[src/rtl/tag_wakeup_array.sv]
// Purpose: operand-holding wakeup array; sources wake on matching CDB tags, ready entries issue lowest-first.
// Latency: wakeup/alloc visible one cycle after the edge; issue_valid/idx/vals are combinational from state.
// Backpressure: alloc_ready drops when all entries are valid; a stalled issue locks the presented entry until accepted.
//
// Ports:
//   clk, reset_n                         clock, async active-low reset
//   alloc_valid/alloc_ready              allocate a new entry (tags, ready bits, values per source)
//   cdb_valid/cdb_tag/cdb_data           CDB_N packed broadcast channels, channel k at [k*W +: W]
//   issue_valid/issue_ready              issue handshake, issue_idx/issue_val1/issue_val2 describe the entry
//   occupancy                            number of valid entries
module tag_wakeup_array #(
    parameter int TAG_W   = 6,
    parameter int DATA_W  = 32,
    parameter int ENTRIES = 4,
    parameter int CDB_N   = 2,
    localparam int IDX_W  = (ENTRIES > 1) ? $clog2(ENTRIES) : 1,
    localparam int OCC_W  = $clog2(ENTRIES + 1)
) (
    input  logic                      clk,
    input  logic                      reset_n,
    input  logic                      alloc_valid,
    output logic                      alloc_ready,
    input  logic [TAG_W-1:0]          alloc_tag1,
    input  logic [TAG_W-1:0]          alloc_tag2,
    input  logic                      alloc_rdy1,
    input  logic                      alloc_rdy2,
    input  logic [DATA_W-1:0]         alloc_val1,
    input  logic [DATA_W-1:0]         alloc_val2,
    input  logic [CDB_N-1:0]          cdb_valid,
    input  logic [CDB_N*TAG_W-1:0]    cdb_tag,
    input  logic [CDB_N*DATA_W-1:0]   cdb_data,
    output logic                      issue_valid,
    input  logic                      issue_ready,
    output logic [IDX_W-1:0]          issue_idx,
    output logic [DATA_W-1:0]         issue_val1,
    output logic [DATA_W-1:0]         issue_val2,
    output logic [OCC_W-1:0]          occupancy
);

    typedef struct packed {
        logic              hit;
        logic [DATA_W-1:0] dat;
    } cdb_hit_t;

    // Scan channels high to low so the lowest matching channel overrides.
    function automatic cdb_hit_t cdb_lookup(
        input logic [TAG_W-1:0]        tag,
        input logic [CDB_N-1:0]        vld,
        input logic [CDB_N*TAG_W-1:0]  tags,
        input logic [CDB_N*DATA_W-1:0] data
    );
        cdb_hit_t r;
        r.hit = 1'b0;
        r.dat = '0;
        for (int k = CDB_N - 1; k >= 0; k--) begin
            if (vld[k] && (tags[k*TAG_W +: TAG_W] == tag)) begin
                r.hit = 1'b1;
                r.dat = data[k*DATA_W +: DATA_W];
            end
        end
        return r;
    endfunction

    // Entry state
    logic [ENTRIES-1:0] ent_vld;
    logic [ENTRIES-1:0] ent_rdy1;
    logic [ENTRIES-1:0] ent_rdy2;
    logic [TAG_W-1:0]   ent_tag1 [ENTRIES];
    logic [TAG_W-1:0]   ent_tag2 [ENTRIES];
    logic [DATA_W-1:0]  ent_val1 [ENTRIES];
    logic [DATA_W-1:0]  ent_val2 [ENTRIES];

    logic               lock_vld;
    logic [IDX_W-1:0]   lock_idx;
    logic [OCC_W-1:0]   occ_q;

    cdb_hit_t           wk1 [ENTRIES];
    cdb_hit_t           wk2 [ENTRIES];
    cdb_hit_t           byp1;
    cdb_hit_t           byp2;

    logic [ENTRIES-1:0] cand;
    logic [IDX_W-1:0]   first_idx;
    logic [IDX_W-1:0]   sel_idx;
    logic [IDX_W-1:0]   alloc_idx;
    logic               alloc_fire;
    logic               issue_fire;

    assign alloc_ready = ~(&ent_vld);
    assign alloc_fire  = alloc_valid && alloc_ready;
    assign cand        = ent_vld & ent_rdy1 & ent_rdy2;
    assign issue_valid = |cand;
    assign issue_fire  = issue_valid && issue_ready;
    // A locked entry stays a candidate: ready sources never change and only issue clears valid.
    assign sel_idx     = lock_vld ? lock_idx : first_idx;
    assign occupancy   = occ_q;

    always_comb begin
        byp1 = cdb_lookup(alloc_tag1, cdb_valid, cdb_tag, cdb_data);
        byp2 = cdb_lookup(alloc_tag2, cdb_valid, cdb_tag, cdb_data);
        for (int e = 0; e < ENTRIES; e++) begin
            wk1[e] = cdb_lookup(ent_tag1[e], cdb_valid, cdb_tag, cdb_data);
            wk2[e] = cdb_lookup(ent_tag2[e], cdb_valid, cdb_tag, cdb_data);
        end
    end

    // Lowest-index free entry and lowest-index candidate (descending scan, last write wins).
    always_comb begin
        alloc_idx = '0;
        first_idx = '0;
        for (int e = ENTRIES - 1; e >= 0; e--) begin
            if (!ent_vld[e]) alloc_idx = IDX_W'(e);
            if (cand[e])     first_idx = IDX_W'(e);
        end
    end

    always_comb begin
        issue_idx  = '0;
        issue_val1 = '0;
        issue_val2 = '0;
        if (issue_valid) begin
            issue_idx  = sel_idx;
            issue_val1 = ent_val1[sel_idx];
            issue_val2 = ent_val2[sel_idx];
        end
    end

    always_ff @(posedge clk or negedge reset_n) begin
        if (!reset_n) begin
            ent_vld  <= '0;
            ent_rdy1 <= '0;
            ent_rdy2 <= '0;
            for (int e = 0; e < ENTRIES; e++) begin
                ent_tag1[e] <= '0;
                ent_tag2[e] <= '0;
                ent_val1[e] <= '0;
                ent_val2[e] <= '0;
            end
            lock_vld <= 1'b0;
            lock_idx <= '0;
            occ_q    <= '0;
        end else begin
            // Wakeup of waiting sources in valid entries.
            for (int e = 0; e < ENTRIES; e++) begin
                if (ent_vld[e]) begin
                    if (!ent_rdy1[e] && wk1[e].hit) begin
                        ent_rdy1[e] <= 1'b1;
                        ent_val1[e] <= wk1[e].dat;
                    end
                    if (!ent_rdy2[e] && wk2[e].hit) begin
                        ent_rdy2[e] <= 1'b1;
                        ent_val2[e] <= wk2[e].dat;
                    end
                end
            end

            // The issued entry is valid while the alloc target is free, so they never collide.
            if (issue_fire) ent_vld[sel_idx] <= 1'b0;

            if (alloc_fire) begin
                ent_vld[alloc_idx]  <= 1'b1;
                ent_tag1[alloc_idx] <= alloc_tag1;
                ent_tag2[alloc_idx] <= alloc_tag2;
                ent_rdy1[alloc_idx] <= alloc_rdy1 | byp1.hit;
                ent_rdy2[alloc_idx] <= alloc_rdy2 | byp2.hit;
                ent_val1[alloc_idx] <= alloc_rdy1 ? alloc_val1 : byp1.dat;
                ent_val2[alloc_idx] <= alloc_rdy2 ? alloc_val2 : byp2.dat;
            end

            if (issue_fire) begin
                lock_vld <= 1'b0;
            end else if (issue_valid) begin
                lock_vld <= 1'b1;
                lock_idx <= sel_idx;
            end

            case ({alloc_fire, issue_fire})
                2'b10:   occ_q <= occ_q + 1'b1;
                2'b01:   occ_q <= occ_q - 1'b1;
                default: occ_q <= occ_q;
            endcase
        end
    end

endmodule

[config.mk]
export PLATFORM = sky130hd
export DESIGN_NAME = tag_wakeup_array
export DESIGN_NICKNAME = d
export VERILOG_FILES = /design/src/rtl/tag_wakeup_array.sv
export SDC_FILE = /design/constraint.sdc
export NUM_CORES = 1
export LEC_CHECK = 0
export CAP_MARGIN = 20
export CORE_MARGIN = 2
export CORE_UTILIZATION = 35
export DETAILED_ROUTE_END_ITERATION = 8
export GPL_ROUTABILITY_DRIVEN = 0
export PLACE_DENSITY = 0.65
export SLEW_MARGIN = 20
export SYNTH_ARGS = -nofsm -noshare
export SYNTH_HDL_FRONTEND = slang
export SYNTH_SLANG_ARGS = --single-unit
[constraint.sdc]
create_clock -name clk -period 3.8 [get_ports clk]
set_clock_uncertainty 0.15 [all_clocks]
set_input_delay 0.76 -clock clk [delete_from_list [all_inputs] [get_ports clk]]
set_output_delay 0.76 -clock clk [all_outputs]
set_load 0.03 [all_outputs]
After elaboration in Yosys (flattened, before gate mapping)
Index checks and enable logic that the tools add are counted.
Word-level totals
  bits of input ports: 160
  bits in latches: 0
  word-level logic and storage cells: 205
  memory bits (writable): 0
  output and inout bits: 71
  flip-flop bits (word level): 322
  memories kept: 0
  bits in read-only memories: 0
Cells by class
  mux-type cells: 95
  reductions and logical operators: 46
  $mul: 0
  divide/modulo/power cells: 0
  equality and inequality tests: 22
  shift operators: 0
  $lt $le $gt $ge: 7
  bitwise gates (word level): 11
  add/subtract/negate cells: 2
Operators by type and width (number)
  32-bit two-way mux: 25
  33-bit two-way mux: 20
  128-bit bitwise mux: 2
  128-bit two-way mux: 2
  32-bit binary-select mux with 2-bit select: 2
  6-bit == test: 20
  32-bit demux with 2-bit select: 1
  24-bit bitwise mux: 2
  1-bit logical AND: 33
  1-bit two-way mux: 20
  2-bit two-way mux: 10
  4-bit two-way mux: 4
  4-bit bitwise AND: 3
  6-bit demux with 2-bit select: 1
  4-bit bitwise mux: 2
  1-bit logical NOT: 8
  3-bit greater-or-equal comparator, second input constant: 2
  2-bit by 3-bit < comparator with 1-bit output, second input constant: 2
  6-bit two-way mux: 1
  2-bit inverter with 3-bit output: 2
  3-bit case mux with 2 select lines: 1
  1-bit demux with 2-bit select: 2
  2-bit by 1-bit greater-or-equal comparator with 1-bit output, second input constant: 2
  4-bit inverter: 1
  12 further kinds: 15

Depth between registers and ports, before layout
  depth after elaboration: 16
  mapped depth: 13
  depth with buffers taken out: 12

Worst setup path before layout
Ideal clock, no wire load.
  kind: reg2out
  start point: register ent_vld[3]
  end point: output issue_val1[0]
  required time: 2.890 ns
  arrival time: 2.256 ns
  buffers on the path: 3
  slack: 0.634 ns
  cell stages (with the launch flop): 10
  cell sequence: dfrtp_1 clkbuf_1 nand3_1 nor2b_1 and3_1 inv_1 nand2_1 clkbuf_1 clkbuf_1 o22ai_1
On the way
  elaborated cells on any way between the ends: 13
  those cells by class: mux (9); bitwise (3); reduce/logical (1)
RTL lines
  from (decl): line 65  | logic [ENTRIES-1:0] ent_vld;
  from (signal assigned): line 130  | ent_vld <= '0;
  from (signal, indexed assignment): line 158  | if (issue_fire) ent_vld[sel_idx] <= 1'b0;
  from (signal, indexed assignment): line 161  | ent_vld[alloc_idx] <= 1'b1;
  4-bit bitwise AND (2 in series): line 91  | assign cand = ent_vld & ent_rdy1 & ent_rdy2;
  4-bit OR reduction: line 92  | assign issue_valid = |cand;
  net issue_valid: line 32  | output logic issue_valid,
  32-bit two-way mux: line 121  | if (issue_valid) begin
  to (decl): line 35  | output logic [DATA_W-1:0] issue_val1,
The timed path passes the listed nets, and every way through them passes these cells. The select of a mux whose other input is x is not followed.

Worst setup path in the final report
  start point: register ent_rdy1[2]
  end point: output issue_val2[23]
On the way
  longest elaborated chain between the ends: 11
  elaborated cells on any way between the ends: 12
  those cells by class: mux (8); bitwise (3); reduce/logical (1)
Ends and longest elaborated chain
  from (decl): line 66  | logic [ENTRIES-1:0] ent_rdy1;
  from (signal, indexed assignment): line 164  | ent_rdy1[alloc_idx] <= alloc_rdy1 | byp1.hit;
  4-bit bitwise AND (*) (2 in series): line 91
  2-bit two-way mux (3 in series): line 113  | if (cand[e]) first_idx = IDX_W'(e);
  2-bit two-way mux: line 95  | assign sel_idx = lock_vld ? lock_idx : first_idx;
  2-bit inverter with 3-bit output (implied by the code): line 124  | issue_val2 = ent_val2[sel_idx];
  32-bit binary-select mux with 2-bit select: line 124
  32-bit two-way mux (implied by the code) (2 in series): line 124
  32-bit two-way mux (*): line 121
  to (decl): line 36  | output logic [DATA_W-1:0] issue_val2,
Mark *: on every way between the ends. The rest lies on a longest branch, timed or not. The select of a mux whose other input is x is not followed.

==> flow_summary.toml <==
[outcome]
status = "complete, no violations"

[drt]
wirelength_microns = 97560
first_pass_iters = 6
via_count = 22940
route.detailed.drc = 0
detail-route-antenna-nets = 0
drt_iter0_drc = 3749
wire_per_inst_microns = 28.12
vias_per_cell = 6.614

[critical_path]
r2r_setup_slack_ns = 0.93
reg2regPathDepth = 5
cp-end-kind = "primary output"
reg2reg_from = "ent_vld[0]$_DFF_PN0_"
endpoint = "issue_val2[23]"
required_ns = 2.89
arrival_ns = 2.81
rr_endpoint = "ent_val2[107]$_DFF_PN0_"
worstPathMaxFanout = 64
crit_start = "ent_rdy1[2]$_DFF_PN0_"
cp-start-kind = "register"
crit_type = "reg -> out"

[min_path]
hold_class = "in -> async"

[clocking]
hold_buffers = 0
cts_tree = "built"
numCtsBuffers = 37
clock_latency_ns = 0.57
cts.sinks = 322
cts-root-buf = "clkbuf_16"
clk_pin_slew_worst_paths_ns = 0.06
clock_path_buffers = 3
htreeDepth = 2

[power]
peakVddDrop_mv = 0.4602
leakage_nw = 11.68
powerDensity_nw_per_um2 = 823.9

[global_route]
antenna_found_initial = 8
grt_pass1_vias = 22890
globalRouteTotalUtil_pct = 29.80
grt_pass1_wl_microns = 145100
grt-ovfl-total = 0
grt_max_degree = 82

[yosys]
yosysWarnings = 0
synth-main-ff-cell = "dfrtp_1"
syn_avg_cell_area_sq_um = 8.786
synth_edf_count = 0
synth-seq-cells = 322
synthArstFlopShare_pct = 100.0
syn_inst = 2481
syn-cell-area_sq_um = 21800
synthDistinctLibCells = 71
syn_nets = 2643
ys_seq_area_share_pct = 36.97

[die]
dieHeight_microns = 253.6
rows = 91
dieArea_sq_um = 64290
die_w_microns = 253.6
initial_utilization_pct = 35.39
coreArea_sq_um = 61600
num_io_pins = 231

[finish]
fin_area_sq_um = 27380
seqCellArea_sq_um = 8058
nFillCells = 5782
multi_input_area_sq_um = 12440
syn_to_final_growth_pct = 25.62
drive_above_1_share_pct = 12.35
instances_no_fill = 3469
fin_nets = 2757
final_cell_mix = "dfrtp_1, nand2_1, mux2i_1"
final_common_cell = "dfrtp_1"

[job]
drv_cap = 0

[placement]
hpwl_microns = 62570
pre_cts_slack_ns = 0.1003
dpl-instance-area_sq_um = 25950
dp_cells = 3390
portBuffers = 230

[sta]
fmax_mhz = 268.5
period_share_pct = 98.02
hold_viol = 0
rsz0062_at_grt = "false"
relSlewSlack_pct = 18.83
whs_ns = 0.05640
fin_tns_setup_ns = 0
setup_viol = 0
maxSlewViolCount = 0
min_period_ns = 3.725
worst_pin_slew_ns = 1.208
worst_slack_ns = 0.07519
[report_power, final]
group / switching, mW / leakage, nW / internal, mW
clock network: 1.61 / 0.617 / 2.18
logic: 7.02 / 6.97 / 5.66
registers: 1.12 / 4.10 / 4.97
total: 9.75 / 11.7 / 12.8
[sequential cells by signal (all words and copies together), names as in the netlist]
name       cells
ent_val1     128
ent_val2     128
ent_tag1      24
ent_tag2      24
ent_rdy1       4
ent_rdy2       4
ent_vld        4
occupancy      3
lock_idx       2
lock_vld       1
[repair_timing]
action / in CTS / in global routing
buffers inserted: 0 / 1
endpoints found under the setup margin: 5 / 19
gates cloned: 0 / 2
pin swaps: 0 / 1
gates resized for setup: 3 / 15
[through the flow]
step	utilization [%]	power, mW
global route	44.45	23.42
global placement	42.13	17.88
CTS	44.18	22.01
detailed placement	42.13	18.16
finish	44.45	22.56
floorplan	-	12.68
[Yosys cell counts (29+ instances only)]
cell type | number | area (sq um)
o22ai_1 | 138 | 863.3
nand2_1 | 318 | 1194
nor2_1 | 124 | 465.5
o2bb2ai_1 | 32 | 280.3
a211o_1 | 61 | 534.3
o21ai_0 | 42 | 210.2
and3_1 | 31 | 193.9
nor3_1 | 82 | 410.4
dfrtp_1 | 322 | 8058
buf_2 | 36 | 180.2
a21o_1 | 31 | 232.7
a31oi_1 | 38 | 237.7
o221ai_1 | 29 | 254.0
xor2_1 | 49 | 429.2
clkbuf_1 | 231 | 867.1
nand3_1 | 66 | 330.3
xnor2_1 | 74 | 648.1
a22oi_1 | 57 | 427.9
mux2i_1 | 228 | 2282
o21ai_1 | 48 | 240.2
inv_1 | 64 | 240.2
a221o_1 | 92 | 920.9
a21oi_1 | 38 | 190.2
o31a_1 | 31 | 271.5
o221a_1 | 29 | 326.6
[how the worst min path moves through the flow]
| stage | slack (ns) | to | from | cells after the start |
|---|---|---|---|---|
| after floorplan | 0.31 | ent_rdy1[0]$_DFF_PN0_ | reset_n | 0 |
| after global placement | 0.31 | occupancy[2]$_DFFE_PN0P_ | occupancy[2]$_DFFE_PN0P_ | 1 |
| after detailed placement | 0.31 | occupancy[2]$_DFFE_PN0P_ | occupancy[2]$_DFFE_PN0P_ | 1 |
| after CTS | 0.08 | ent_tag1[3]$_DFFE_PN0P_ | reset_n | 1 |
| after global routing | 0.11 | ent_tag1[3]$_DFFE_PN0P_ | reset_n | 1 |
| final | 0.06 | ent_tag1[8]$_DFFE_PN0P_ | reset_n | 1 |
[per-layer routing]
metal  vias to the layer above  track usage (%)  wire, microns  part of all wire [%]
li1                       9426                -              -                     -
met1                     11130            39.24          37050                    38
met2                      1958            42.80          40740                    42
met3                       428            9.894          13930                    14
met4                         0            16.48           5849                   6.0
met5                         -                0              0                     0
[final cells by class]
class,count,share of cell area (%)
Antenna cell,8,0.07311
Clock buffer,53,3.898
Clock inverter,15,0.6534
Inverter,64,0.8773
Multi-Input combinational cell,1797,45.43
Sequential cell,322,29.43
Tap cell,837,3.825
Timing Repair Buffer,373,15.81
[critical path, stage by stage (launching register included)]
cell     delay [ns]
dfrtp_1        0.42
and3_1         0.20
nor2b_1        0.15
o31a_2         0.26
buf_16         0.36
mux2i_1        0.14
o22ai_1        0.44
buf_12         0.19
[kinds of logic after synthesis]
kind of cell    count (synthesis)  share of synthesized area, %
compound gates                742                         25.84
xor+xnor                      123                         4.942
fa+ha+maj                       2                        0.1492
buf+inv                       362                         6.882
flops                         322                         36.97
mux                           228                         10.47
simple gates                  702                         14.75
(Power assumes the default switching activity.)
